## src/rtl/dfp_bcd_isqrt_iter.sv

```systemverilog
// Digit-recurrence BCD integer square root: o = floor(sqrt(a * 10^(3N))), one root digit per SHIFT + TRY pass.
// Optional macro BCD_ISQRT_EARLY_EXIT_EN ends each digit on the first failed trial subtraction.
module dfp_bcd_isqrt_iter #(
  parameter int N = 26
) (
  input  logic           clk,
  input  logic           rst,
  input  logic           ce,
  input  logic           ld,
  input  logic [4*N-1:0] a,
  output logic [8*N-1:0] o,
  output logic           done,
  output logic [1:0]     o_state
);

  localparam int AW = 4 * N;
  localparam int QW = 8 * N;
  localparam int RD = 2 * N + 4;
  localparam int RW = 4 * RD;
  localparam int PW = $clog2(2 * N);
  localparam logic [PW-1:0] LAST_PAIR = PW'(2 * N - 1);

  typedef enum logic [1:0] {
    S_IDLE  = 2'd0,
    S_SHIFT = 2'd1,
    S_TRY   = 2'd2,
    S_DONE  = 2'd3
  } state_t;

  // ld is a one-cycle start strobe (taken only when ce=1, in any state);
  // done is a level that stays high until the next accepted ld or rst.
  state_t          r_state;
  state_t          w_state_next;
  logic [AW-1:0]   r_a;
  logic [QW-1:0]   r_q;
  logic [RW-1:0]   r_r;
  logic [RW-1:0]   r_t;
  logic [3:0]      r_d;
  logic [3:0]      r_try;
  logic [PW-1:0]   r_pair;
  logic [QW-1:0]   r_o;
  logic            r_done;

  logic            w_ge;
  logic [RW-1:0]   w_sub;
  logic [RW-1:0]   w_t_inc;
  logic [RW-1:0]   w_t_init;
  logic [RW-1:0]   w_q10;
  logic [3:0]      w_d_next;
  logic [QW-1:0]   w_q_next;
  logic [7:0]      w_pair;
  logic            w_try_last;

  function automatic logic [RW-1:0] bcd_add(input logic [RW-1:0] x, input logic [RW-1:0] y,
                                            input logic cin);
    logic [RW-1:0] sum;
    logic          c;
    logic [4:0]    s;
    sum = '0;
    c   = cin;
    for (int i = 0; i < RD; i++) begin
      s = 5'(x[4*i +: 4]) + 5'(y[4*i +: 4]) + 5'(c);
      c = (s > 5'd9);
      if (c) s = s + 5'd6;
      sum[4*i +: 4] = s[3:0];
    end
    return sum;
  endfunction

  function automatic logic [RW-1:0] bcd_nines(input logic [RW-1:0] x);
    logic [RW-1:0] r;
    r = '0;
    for (int i = 0; i < RD; i++) r[4*i +: 4] = 4'd9 - x[4*i +: 4];
    return r;
  endfunction

  // Carry out of x + nines(y) + 1: set exactly when x >= y.
  function automatic logic bcd_geq(input logic [RW-1:0] x, input logic [RW-1:0] y);
    logic       c;
    logic [4:0] s;
    c = 1'b1;
    for (int i = 0; i < RD; i++) begin
      s = 5'(x[4*i +: 4]) + 5'(4'd9 - y[4*i +: 4]) + 5'(c);
      c = (s > 5'd9);
    end
    return c;
  endfunction

  assign w_ge     = bcd_geq(r_r, r_t);
  assign w_sub    = bcd_add(r_r, bcd_nines(r_t), 1'b1);
  assign w_t_inc  = bcd_add(r_t, RW'(2), 1'b0);
  // 20Q+1 as 10Q + 10Q with carry-in 1 (low digit of 10Q is zero).
  assign w_q10    = RW'({r_q, 4'd0});
  assign w_t_init = bcd_add(w_q10, w_q10, 1'b1);
  assign w_d_next = r_d + {3'd0, w_ge};
  assign w_q_next = {r_q[QW-5:0], w_d_next};
  assign w_pair   = r_a[AW-1 -: 8];

`ifdef BCD_ISQRT_EARLY_EXIT_EN
  assign w_try_last = !w_ge || (r_try == 4'd8);
`else
  assign w_try_last = (r_try == 4'd8);
`endif

  always_ff @(posedge clk) begin
    if (ce) begin
      if (rst) r_state <= S_IDLE;
      else     r_state <= w_state_next;
    end
  end

  always_comb begin
    w_state_next = r_state;
    if (ld) begin
      w_state_next = S_SHIFT;
    end else begin
      case (r_state)
        S_SHIFT: w_state_next = S_TRY;
        S_TRY:   if (w_try_last) w_state_next = (r_pair == LAST_PAIR) ? S_DONE : S_SHIFT;
        default: w_state_next = r_state;
      endcase
    end
  end

  always_ff @(posedge clk) begin
    if (ce) begin
      if (rst) begin
        r_a    <= '0;
        r_q    <= '0;
        r_r    <= '0;
        r_t    <= '0;
        r_d    <= '0;
        r_try  <= '0;
        r_pair <= '0;
        r_o    <= '0;
        r_done <= 1'b0;
      end else if (ld) begin
        r_a    <= a;
        r_q    <= '0;
        r_r    <= '0;
        r_d    <= '0;
        r_try  <= '0;
        r_pair <= '0;
        r_done <= 1'b0;
      end else begin
        case (r_state)
          S_SHIFT: begin
            // Radicand pairs stream out of the top of r_a; zeros follow once a is exhausted.
            r_r   <= {r_r[RW-9:0], w_pair};
            r_a   <= r_a << 8;
            r_t   <= w_t_init;
            r_d   <= '0;
            r_try <= '0;
          end
          S_TRY: begin
            if (w_ge) begin
              r_r <= w_sub;
              r_t <= w_t_inc;
            end
            r_d   <= w_d_next;
            r_try <= r_try + 4'd1;
            if (w_try_last) begin
              r_q <= w_q_next;
              if (r_pair == LAST_PAIR) begin
                r_o    <= w_q_next;
                r_done <= 1'b1;
              end else begin
                r_pair <= r_pair + 1'b1;
              end
            end
          end
          default: begin
          end
        endcase
      end
    end
  end

  assign o       = r_o;
  assign done    = r_done;
  assign o_state = r_state;

endmodule

```

## config.mk

```make
export PLATFORM = sky130hd
export DESIGN_NAME = dfp_bcd_isqrt_iter
export DESIGN_NICKNAME = d
export VERILOG_FILES = /design/src/rtl/dfp_bcd_isqrt_iter.sv
export SDC_FILE = /design/constraint.sdc
export NUM_CORES = 2
export LEC_CHECK = 0
export ABC_AREA = 1
export BUFFER_PORTS_ARGS = -buffer_cell sky130_fd_sc_hd__buf_2
export CAP_MARGIN = 10
export CORE_MARGIN = 2
export CORE_UTILIZATION = 30
export DETAILED_ROUTE_END_ITERATION = 8
export SYNTH_ARGS = -nofsm -noshare
export SYNTH_HDL_FRONTEND = slang
export SYNTH_SLANG_ARGS = --single-unit
```

## constraint.sdc

```tcl
create_clock -name clk -period 198.2 [get_ports clk]
set_input_delay 19.82 -clock clk [delete_from_list [all_inputs] [get_ports clk]]
set_output_delay 19.82 -clock clk [all_outputs]
set_load 0.05 [all_outputs]
```

==> flow_metrics.tcl <==
set metrics [dict create \
    status "complete, no violations" \
    rows 184 \
    crit_top_cell "fa_1" \
    avgViaCountPerCell 4.91 \
    multi_input_comb_area_um2 40400 \
    cp_num_buf_inv 51 \
    drt_iter0_markers 3497 \
    grt_pass1_wl_um 326000 \
    yosys-top-cells-count "inv_1 (1287), ha_1 (1057), nand2_1 (1031)" \
    r2r_start "r_t[1]" \
    clock-sinks 985 \
    cts-hold-fix-buffers 0 \
    cap_violations 0 \
    pre_cts_ws_ns 94.41 \
    cp_slowest_stage_delay_ns 0.48 \
    end_kind "flop" \
    grt_util_all_layers_pct 16.0 \
    wl_per_cell_um 17.7 \
    dp.cells 11600 \
    io_pins 319 \
    clockBufferDepth 3 \
    grt_pass1_vias 59800 \
    fin_crit_sh_pct 53.3 \
    drive_gt1_share_pct 7.32 \
    synth.distinct_cells 40 \
    netlist_top_cells_area "edfxtp_1 (39%), ha_1 (18%), inv_1 (6.4%), fa_1 (5.9%), nand2_1 (5.1%)" \
    post_cts_buffers 0 \
    arrival_ns 106.02 \
    dpl_cell_area_um2 81000 \
    worst_ep_required_time_ns 198.67 \
    cpMaxStageDelayCell "edfxtp_1" \
    remaining_drc_errors 0 \
    yosys.area.top_type "edfxtp_1" \
    grt-ovfl-total 0 \
    drt_first_pass_iters 7 \
    synth-edff-count 985 \
    regArea_um2 29600 \
    slew_viol_final 0 \
    synth.most_common_cell "inv_1" \
    post_cts_resize_count 0 \
    netlist.area_leader.share_pct 39.2 \
    worst_path_dominant_cell_family "adder cells" \
    cts_tree "done" \
    ant_nets 0 \
    tightestPinTransition_ns 1.16 \
    fin_util_pct 33.8 \
    ys_ff_latch 985 \
    slew_headroom_pct 23.0 \
    design_area_um2 84800 \
    htree_levels 3 \
    place_hpwl_um 155000 \
    cp_max_fo 8 \
    syn_area_um2 75400 \
    synthArstFlopShare_pct 0 \
    ys_seq_area_share_pct 39.2 \
    antenna_found_initial 15 \
    tns_ns 0 \
    root_buffer "clkbuf_16" \
    ir_drop_uv 9.18 \
    wl_um 209000 \
    min_period_ns 105.55 \
    place.gp.congestion 0.880 \
    ys_warn_count 0 \
    startpoint_type "flop" \
    worstSetupStartpoint "r_t[1]" \
    min_from "r_a[51]" \
    power.density_nw_per_um2 10.7 \
    setup_ws_ns 92.65 \
    rsz0062_at_grt "false" \
    finalSetupViolCount 0 \
    die_h_um 505 \
    fmax_mhz 9.47 \
    ys.flop_type "edfxtp_1" \
    clkTransAtPathRegs_ns 0.06 \
    layout.cells.non_filler 11800 \
    num_vias 57900 \
    grt_max_degree 148 \
    path_class "flop to flop" \
    syn_area_per_cell_um2 9.36 \
    core-area_um2 251000 \
    placement.io_buffers 318 \
    totalPowerFinal_mw 0.911 \
    cts_made_buffers 118 \
    fp.dieW_um 505 \
    p_leak_nw 38.3 \
    n_fill_cell 25200 \
    clk_latency_ns 0.83 \
    clock_skew_ns 0.0920 \
    syn2layout_area_growth_pct 12.5 \
    hold_path_class "flop to flop" \
    start_util_pct 30.1 \
    syn-num-nets 9446 \
    final_nets 9742 \
    die-area_um2 256000 \
    syn_inst 8059 \
    report.final.hold_viol_count 0 \
    hold_slack_ns 0.479 \
]
## placed cells by master, fill, tap and decap left out, types with 40 or more instances in the layout
master / instances
nand2_1: 1031
buf_2: 316
o31ai_1: 40
o21ai_0: 355
xor2_1: 331
a31oi_1: 50
a21oi_1: 395
a32o_1: 105
xnor2_1: 146
edfxtp_1: 985
nor3_1: 80
a211oi_1: 85
clkbuf_16: 118
o22ai_1: 205
a21o_1: 45
nor2_1: 877
inv_1: 1285
nand3_1: 419
fa_1: 222
ha_1: 1056
nand2_2: 44
## area by class of cell
type / count / share of cell area, %
repair buffers: 354 / 2.24
clock buffers: 136 / 3.56
flip-flops and latches: 985 / 34.9
inverters: 1297 / 5.77
well taps: 3348 / 4.94
diodes: 3 / 0.00885
clock inverters: 84 / 1.00
multi-input cells: 5599 / 47.6
## cells by family after synthesis
group / Yosys count / share of synthesized area [%]
xor+xnor: 477 / 5.54
fa+ha+maj: 1279 / 23.4
buf+inv: 1475 / 7.35
simple gates: 2502 / 13.6
compound gates: 1329 / 10.7
flops: 985 / 39.2
mux: 12 / 0.171
## sequential cells by signal, indices dropped and copies added, names as in the netlist
signal	cells
done	1
o	208
o_state	2
r_a	104
r_d	4
r_pair	6
r_q	208
r_r	224
r_t	224
r_try	4
## layer usage
metal	routed length, µm	GRT usage (%)	vias to the layer above	share of wire [%]
li1	-	-	27900	-
met1	84900	18.8	28100	41
met2	102000	27.9	1478	49
met3	10400	2.32	457	5.0
met4	11500	8.60	16	5.5
met5	93	0	-	0.045
## worst min-delay path: cells and delay by family, from the launching register on
kind          cells  cell delay (ns)
flops             1             0.32
simple gates      2             0.09
## power breakdown
group	internal [mW]	switching, mW	total, mW
clock	0.121	0.0984	0.219
combinational	0.162	0.262	0.424
sequential	0.253	0.0149	0.268
## worst paths after layout
| kind | slack [ns] | cells after the start | end |
|---|---|---|---|
| setup / recovery | 92.65 | 439 | r_r[223] |
| hold / removal | 0.48 | 2 | r_a[59] |
| setup reg to reg | 92.65 | 439 | r_r[223] |
| hold reg to reg | 0.48 | 2 | r_a[59] |
No activity file was read; power rests on OpenSTA's default activity.
